==> config.mk <==
export PLATFORM = sky130hd
export DESIGN_NAME = simon_core_param
export DESIGN_NICKNAME = d
export VERILOG_FILES = /design/src/rtl/simon_core_param.sv
export SDC_FILE = /design/constraint.sdc
export NUM_CORES = 1
export LEC_CHECK = 0
export CORE_MARGIN = 2
export CORE_UTILIZATION = 61
export CTS_BUF_LIST = sky130_fd_sc_hd__clkbuf_2
export CTS_CLUSTER_SIZE = 14
export DETAILED_ROUTE_END_ITERATION = 16
export GPL_TIMING_DRIVEN = 0
export PLACE_DENSITY_LB_ADDON = 0.3
export SLEW_MARGIN = 20
export SYNTH_ARGS = -nofsm -noshare
export SYNTH_HDL_FRONTEND = slang
export SYNTH_SLANG_ARGS = --single-unit
==> constraint.sdc <==
create_clock -name clk -period 3.4 [get_ports clk]
set_input_delay 0.68 -clock clk [delete_from_list [all_inputs] [get_ports clk]]
set_output_delay 0.68 -clock clk [all_outputs]
set_load 0.05 [all_outputs]
==> src/rtl/simon_core_param.sv <==
// Simon Says game controller: LFSR-filled colour sequence, timed replay on
// one-hot lamps, and per-press checking with timeout and multi-press rejection.
module simon_core_param #(
  parameter int COLOUR_W       = 2,
  parameter int MAX_LEN        = 16,
  parameter int LEN_W          = 5,
  parameter int HOLD_CYCLES    = 10,
  parameter int GAP_CYCLES     = 5,
  parameter int TIMEOUT_CYCLES = 1000
) (
  input  logic                     clk,
  input  logic                     rst,
  input  logic                     start,
  input  logic [7:0]               seed,
  input  logic [2**COLOUR_W-1:0]   btn,
  output logic [2**COLOUR_W-1:0]   colour_out,
  output logic                     colour_oe,
  output logic [2:0]               state,
  output logic [LEN_W-1:0]         round,
  output logic [LEN_W-1:0]         score,
  output logic                     win,
  output logic                     lose,
  output logic                     busy
);

  localparam int N     = 2**COLOUR_W;
  localparam int IW    = $clog2(MAX_LEN);
  localparam int TMAX0 = (HOLD_CYCLES > GAP_CYCLES) ? HOLD_CYCLES : GAP_CYCLES;
  localparam int TMAX  = (TMAX0 > TIMEOUT_CYCLES) ? TMAX0 : TIMEOUT_CYCLES;
  localparam int TW    = $clog2(TMAX + 1);

  localparam logic [TW-1:0] H_LAST = TW'(HOLD_CYCLES - 1);
  localparam logic [TW-1:0] G_LAST = TW'(GAP_CYCLES - 1);
  localparam logic [TW-1:0] T_LAST = (TIMEOUT_CYCLES == 0) ? '0 : TW'(TIMEOUT_CYCLES - 1);

  typedef enum logic [2:0] {
    S_IDLE     = 3'd0,
    S_FILL     = 3'd1,
    S_SHOW_ON  = 3'd2,
    S_SHOW_GAP = 3'd3,
    S_WAIT_IN  = 3'd4,
    S_ROUND_OK = 3'd5,
    S_WIN      = 3'd6,
    S_LOSE     = 3'd7
  } state_t;

  state_t                st;
  logic [7:0]            lfsr;
  logic [COLOUR_W-1:0]   mem [MAX_LEN];
  logic [LEN_W-1:0]      idx;
  logic [LEN_W-1:0]      nxt_idx;
  logic [TW-1:0]         timer;
  logic [N-1:0]          btn_q;
  logic [N-1:0]          btn_prev;
  logic [N-1:0]          want;
  logic [N-1:0]          want_next;
  logic [N-1:0]          first;
  logic                  press;
  logic                  multi;

  assign state     = st;
  assign nxt_idx   = idx + LEN_W'(1);
  assign want      = N'(1) << mem[idx[IW-1:0]];
  assign want_next = N'(1) << mem[nxt_idx[IW-1:0]];
  assign first     = N'(1) << mem[0];
  // A press only counts as a rising edge out of the all-released state.
  assign press     = (btn_q != '0) && (btn_prev == '0);
  assign multi     = (btn_q & (btn_q - N'(1))) != '0;

  always_ff @(posedge clk) begin
    if (rst) begin
      st         <= S_IDLE;
      lfsr       <= '0;
      idx        <= '0;
      timer      <= '0;
      btn_q      <= '0;
      btn_prev   <= '0;
      colour_out <= '0;
      colour_oe  <= 1'b0;
      round      <= '0;
      score      <= '0;
      win        <= 1'b0;
      lose       <= 1'b0;
      busy       <= 1'b0;
      for (int unsigned i = 0; i < MAX_LEN; i++) mem[IW'(i)] <= '0;
    end else begin
      btn_q    <= btn;
      btn_prev <= btn_q;
      case (st)
        S_IDLE, S_WIN, S_LOSE: begin
          if (start) begin
            // Only a fresh game reseeds; replays continue the LFSR stream.
            if (st == S_IDLE) lfsr <= (seed == '0) ? 8'h01 : seed;
            idx   <= '0;
            timer <= '0;
            score <= '0;
            win   <= 1'b0;
            lose  <= 1'b0;
            busy  <= 1'b1;
            st    <= S_FILL;
          end
        end
        S_FILL: begin
          mem[idx[IW-1:0]] <= lfsr[COLOUR_W-1:0];
          lfsr <= {lfsr[6:0], lfsr[7] ^ lfsr[5] ^ lfsr[4] ^ lfsr[3]};
          if (idx == LEN_W'(MAX_LEN - 1)) begin
            idx        <= '0;
            timer      <= '0;
            round      <= LEN_W'(1);
            colour_out <= first;
            colour_oe  <= 1'b1;
            st         <= S_SHOW_ON;
          end else begin
            idx <= nxt_idx;
          end
        end
        S_SHOW_ON: begin
          if (timer == H_LAST) begin
            timer      <= '0;
            colour_out <= '0;
            colour_oe  <= 1'b0;
            st         <= S_SHOW_GAP;
          end else begin
            timer <= timer + TW'(1);
          end
        end
        S_SHOW_GAP: begin
          if (timer == G_LAST) begin
            timer <= '0;
            if (nxt_idx == round) begin
              idx <= '0;
              st  <= S_WAIT_IN;
            end else begin
              idx        <= nxt_idx;
              colour_out <= want_next;
              colour_oe  <= 1'b1;
              st         <= S_SHOW_ON;
            end
          end else begin
            timer <= timer + TW'(1);
          end
        end
        S_WAIT_IN: begin
          if (press) begin
            if (!multi && (btn_q == want)) begin
              timer <= '0;
              if (idx == round - LEN_W'(1)) st <= S_ROUND_OK;
              else                          idx <= nxt_idx;
            end else begin
              lose <= 1'b1;
              busy <= 1'b0;
              st   <= S_LOSE;
            end
          end else if (TIMEOUT_CYCLES != 0) begin
            if (timer == T_LAST) begin
              lose <= 1'b1;
              busy <= 1'b0;
              st   <= S_LOSE;
            end else begin
              timer <= timer + TW'(1);
            end
          end
        end
        S_ROUND_OK: begin
          score <= round;
          if (round == LEN_W'(MAX_LEN)) begin
            win  <= 1'b1;
            busy <= 1'b0;
            st   <= S_WIN;
          end else begin
            round      <= round + LEN_W'(1);
            idx        <= '0;
            timer      <= '0;
            colour_out <= first;
            colour_oe  <= 1'b1;
            st         <= S_SHOW_ON;
          end
        end
        default: st <= S_IDLE;
      endcase
    end
  end

endmodule

* Word level (Yosys, flattened, before mapping) *
Memories as Yosys holds them, arrays and structs flattened. A register that Yosys moved wholly into a read port is not among the register bits.
Cells that the tools add are included.

storage, ports and cells
  flip-flop bits (word level) = 52
  bits in latches = 0
  bits in writable memories = 32
  ROM bits = 0
  output and inout port bits = 21
  memories = 1

memory list
  memory  depth  bits a word  rd ports  clocked after memory_dff  wr ports  RTL line  source
  mem     16     2            3         1                         16        49        logic [COLOUR_W-1:0] mem [MAX_LEN];

operators by class
  $add $sub $neg = 5
  multiply operators = 0
  divide/modulo/power cells = 0
  magnitude comparators = 0
  equality and inequality tests = 31
  shifts and indexed selects = 3
  muxes and demuxes = 72
  bitwise logic cells = 4
  reductions and logical operators = 27

operator list
  kind                                                   number
  two-way mux 10 bit                                     8
  case mux 10 bit (6 select lines)                       1
  two-way mux 5 bit                                      10
  two-way mux 4 bit                                      8
  two-way mux 3 bit                                      10
  case mux 5 bit (5 select lines)                        1
  two-way mux 8 bit                                      3
  != test 2 bit (second input constant)                  11
  two-way mux 1 bit                                      21
  case mux 5 bit (2 select lines)                        2
  case mux 3 bit (6 select lines)                        1
  case mux 4 bit (4 select lines)                        1
  case mux 8 bit (2 select lines)                        1
  equality test 3 bit (second input constant)            4
  != test 3 bit (second input constant)                  4
  AND reduction 6 bit                                    2
  nonzero test 4 bit                                     3
  << shifter 1 x 2 -> 4 bit (first input constant)       3
  adder 10 x 1 -> 10 bit (second input constant)         1
  adder 5 x 1 -> 5 bit (second input constant)           2
  equality test 10 bit (second input constant)           1
  equality test 10 x 3 -> 1 bit (second input constant)  1
  equality test 10 x 4 -> 1 bit (second input constant)  1
  equality test 5 bit                                    2
  29 further kinds                                       40

* Depth between registers and ports, before layout *
  word-level depth = 10
  gate-level depth with buffers = 12
  mapped depth without buffers = 11

* Least setup slack after synthesis *
Ideal clock, no wire load.

  path kind = register to register
  from = register round[0]
  to = register with a tool-made name
  arrival = 2.866 ns
  required time = 3.280 ns
  path slack = 0.415 ns
  cell stages (with the launch flop) = 10
  path buffers = 0
  cells stage by stage = dfxtp_1 inv_1 ha_1 o21ba_2 a221o_1 a2111o_1 and2_4 a32oi_2 a21oi_1 a32o_2

RTL lines
  item                    RTL line  source
  start, declared         19        output logic [LEN_W-1:0] round,
  start signal, assigned  171       round <= round + LEN_W'(1);

* Worst setup path in the final report *
  from = register idx[0]
  to = register colour_out[2]

between the ends
  word-level cells in the longest chain between the ends = 6

ends and longest elaborated chain
  item                             RTL line  source
  start, declared                  50        logic [LEN_W-1:0] idx;
  start signal, assigned           114       idx <= nxt_idx;
  start signal, assigned           134       idx <= nxt_idx;
  start signal, assigned           148       else idx <= nxt_idx;
  adder 5 x 1 -> 5 bit             62        assign nxt_idx = idx + LEN_W'(1);
  memory read (16 x 2 bit)         n/a
  << shifter 1 x 2 -> 4 bit        64        assign want_next = N'(1) << mem[nxt_idx[IW-1:0]];
  two-way mux 4 bit                130       if (nxt_idx == round) begin
  two-way mux 4 bit                128       if (timer == G_LAST) begin
  case mux 4 bit (4 select lines)  89        case (st)
  end signal, assigned             110       colour_out <= first;
  end signal, assigned             135       colour_out <= want_next;
  end signal, assigned             174       colour_out <= first;
  end, declared                    16        output logic [2**COLOUR_W-1:0] colour_out,

Parallel ways exist; a longest one is shown, timed or not. The select of a mux whose other input is x is not followed.
A chain may end at the register's enable or synchronous reset.

==> results.toml <==
[synthesis]
yosysTopAreaCellShare = 0.2200
netlist_area_um2 = 5096
synth_edf_count = 32
ys_dominant_reg_cell = "dfxtp_1"
syn-num-nets = 568
yosys.area.top_type = "dfxtp_1"
ys_seq_area_frac = 0.4085
async_reset_ff_frac = 0
yosys_warnings = 0
ys_top_cells_by_area = "dfxtp_1 (22%), edfxtp_1 (19%), nor2_1 (5.7%)"
ys_types = 73
synth-seq-cells = 88
syn_inst = 540
avgSynthCellArea_um2 = 9.437

[floorplan]
die_h_um = 95.40
rows = 33
floorplan.initialDensity = 0.6234
dieArea_um2 = 9101
coreArea_um2 = 8175
io_pins = 36
die_w_um = 95.40

[final_layout]
fin_util = 0.6904
final_common_cell = "nor2_1"
fillCellCount = 652
drive_above_1_share = 0.08673
final_cell_mix = "nor2_1 (77), dfxtp_1 (56), nand2_1 (38), a21oi_1 (33), clkdlybuf4s50_1 (33)"
syn2layout_area_growth_pct = 10.75
diodes = 0
nNetsFinal = 611

[clock_network]
cts_tree = "done"
root_buffer = "clkbuf_2"
ctsResizeCount = 0
cts-htree-levels = 3
cts.sinks = 88
clk_path_buf_depth = 2
insertion_delay_ns = 0.57
cts_buffers = 9
cts.clk_slew.worst_paths_ns = 0.24
postCtsSetupBuffers = 0
hold_buffers = 0

[sta]
post-route-period-util = 0.9325
slew_violations = 0
rsz0062_at_grt = "false"
worstMarginPinSlew_ns = 0.6662
max_freq_ghz = 0.3154
slew_headroom = 0.5517
setup-violations-final = 0
tns_ns = 0
skew_ns = 0.03488
layout_min_cycle_time_ns = 3.170
hold_viol = 0

[critical_path]
critPathArrivalTime_ns = 3.65
cp_common_cell = "mux4_2"
worstSetupPathType = "flop to flop"
required_ns = 3.88
worstPathMaxFanout = 10
worst_setup_path_start_kind = "flop"
endpoint_kind = "flop"
crit_path_max_incr_delay_ns = 0.58
cpMaxStageDelayCell = "dfxtp_1"
path_cells = "buf_6, inv_1, ha_1, mux4_2, mux4_2, mux2_2, and2_1, a32o_1"

[routing]
drc = 0
first_pass_iters = 5
drtIter0Drc = 431
vias_per_cell = 6.414
final_antenna_net_count = 0
totalWireLength_um = 12800
wl_per_cell_um = 18.46
via_count = 4445

[pwr]
switching_share = 0.4421
pwr-share-clk = 0.136
p_leak_nw = 1.894
p_int_mw = 1.931
ir_drop_mv = 0.3666
combinationalPowerShare = 0.481
power_density_nw_per_um2 = 613.2
power.switching_mw = 1.530
seqPwrFrac = 0.383

[outcome]
status = "finished, final reports clean"

[worst_hold_path]
min_path_type = "flop to flop"

[global_routing]
grt_remaining_overflow = 0
grt_pass1_wl_um = 20120
grt_antenna_before_repair = 0
grt_pass1_vias = 4207
track_usage = 0.2896
grt_start_max_net_pins = 16

[place]
portBuffers = 33
dp_hpwl_um = 9644
routabilityCongestion = 0.9157

[run]
cap_violations = 0
[routing by layer]
| layer | wire length [um] | global-route usage | share of wire | vias up |
|---|---|---|---|---|
| li1 | - | - | - | 2085 |
| met1 | 5348 | 0.3769 | 0.42 | 2130 |
| met2 | 6219 | 0.4824 | 0.49 | 202 |
| met3 | 972 | 0.05613 | 0.076 | 28 |
| met4 | 254 | 0.1060 | 0.020 | 0 |
| met5 | 0 | 0 | 0 | - |
[critical path, delay by kind of cell, from the launching register on]
kind | cells | cell delay [ns]
simple gates | 1 | 0.18
flops | 1 | 0.58
compound gates | 1 | 0.25
mux | 3 | 1.19
buf+inv | 2 | 0.33
fa+ha+maj | 1 | 0.58
[sequential cells by signal (all words and copies together), names as in the netlist, 3 cells and up, named ones only]
signal	flops
state	3
round	5
idx	5
mem	32
timer	10
colour_out	4
btn_q	4
score	5
btn_prev	4
lfsr	8
[final cells by class]
cell class | instances | area, um2 | share of cell area
Timing Repair Buffer | 33 | 330.3 | 0.05852
Multi-Input combinational cell | 398 | 2774 | 0.4915
Buffer | 33 | 161.4 | 0.02860
Clock inverter | 7 | 45.04 | 0.007980
Tap cell | 105 | 131.4 | 0.02328
Clock buffer | 9 | 45.04 | 0.007980
Sequential cell | 88 | 2082 | 0.3689
Inverter | 20 | 75.07 | 0.01330
[kinds of logic (layout without fill, tap and decap cells)]
logic type / count (synthesis) / in the layout / share of synthesized area
compound gates: 126 / 126 / 0.1699
flops: 88 / 88 / 0.4085
xor+xnor: 18 / 18 / 0.03241
mux: 35 / 35 / 0.1058
fa+ha+maj: 13 / 13 / 0.03192
buf+inv: 54 / 102 / 0.04714
simple gates: 206 / 206 / 0.2043
[path summary, 6_finish.rpt]
check	from	end	slack (ns)	cells after the start
worst max-delay path	idx[0]$_SDFFE_PP0N_	colour_out[2]$_SDFFE_PP0P_	0.23	8
worst min-delay path	score[1]$_SDFFE_PP0P_	score[1]$_SDFFE_PP0P_	0.49	2
worst max register to register	idx[0]$_SDFFE_PP0N_	colour_out[2]$_SDFFE_PP0P_	0.23	8
worst min register to register	score[1]$_SDFFE_PP0P_	score[1]$_SDFFE_PP0P_	0.49	2
[cell usage after synthesis, types with 6 or more instances]
cell type / number
nor2_1: 77
dfxtp_1: 56
nand2_1: 38
a21oi_1: 33
edfxtp_1: 32
nand3_1: 23
clkbuf_1: 21
o21ai_0: 20
mux2i_1: 19
inv_1: 18
ha_1: 13
mux4_2: 12
nand2b_1: 11
nor2b_1: 10
xnor2_1: 10
a311oi_1: 8
xor2_1: 7
buf_2: 6
nand4_1: 6
nor3_1: 6
o2111ai_1: 6
o211ai_1: 6
o22ai_1: 6
o31ai_1: 6
[per-stage QoR]
| step | hold WS [ns] | setup WS, ns | instance area (um2) | power [mW] | cells |
|---|---|---|---|---|---|
| 2_1_floorplan | 0.4542 | 0.4148 | 5096 | 2.565 | 540 |
| 3_3_place_gp | 0.4580 | 0.1486 | 5558 | 2.923 | 678 |
| 3_5_place_dp | 0.4591 | 0.1064 | 5558 | 2.974 | 678 |
| 4_1_cts | 0.4871 | 0.07280 | 5648 | 3.438 | 694 |
| 5_1_grt | 0.5098 | 0.03901 | 5644 | 3.654 | 693 |
| 6_report | 0.4872 | 0.2295 | 5644 | 3.461 | 693 |
[power groups by stage]
stage | Combinational [mW] | Clock [mW] | Sequential (mW)
after floorplan | 1.12 | 0 | 1.44
after global placement | 1.58 | 0 | 1.34
after detailed placement | 1.63 | 0 | 1.34
after CTS | 1.64 | 0.478 | 1.32
after global routing | 1.81 | 0.510 | 1.34
final | 1.66 | 0.471 | 1.33
(Power assumes the default switching activity.)
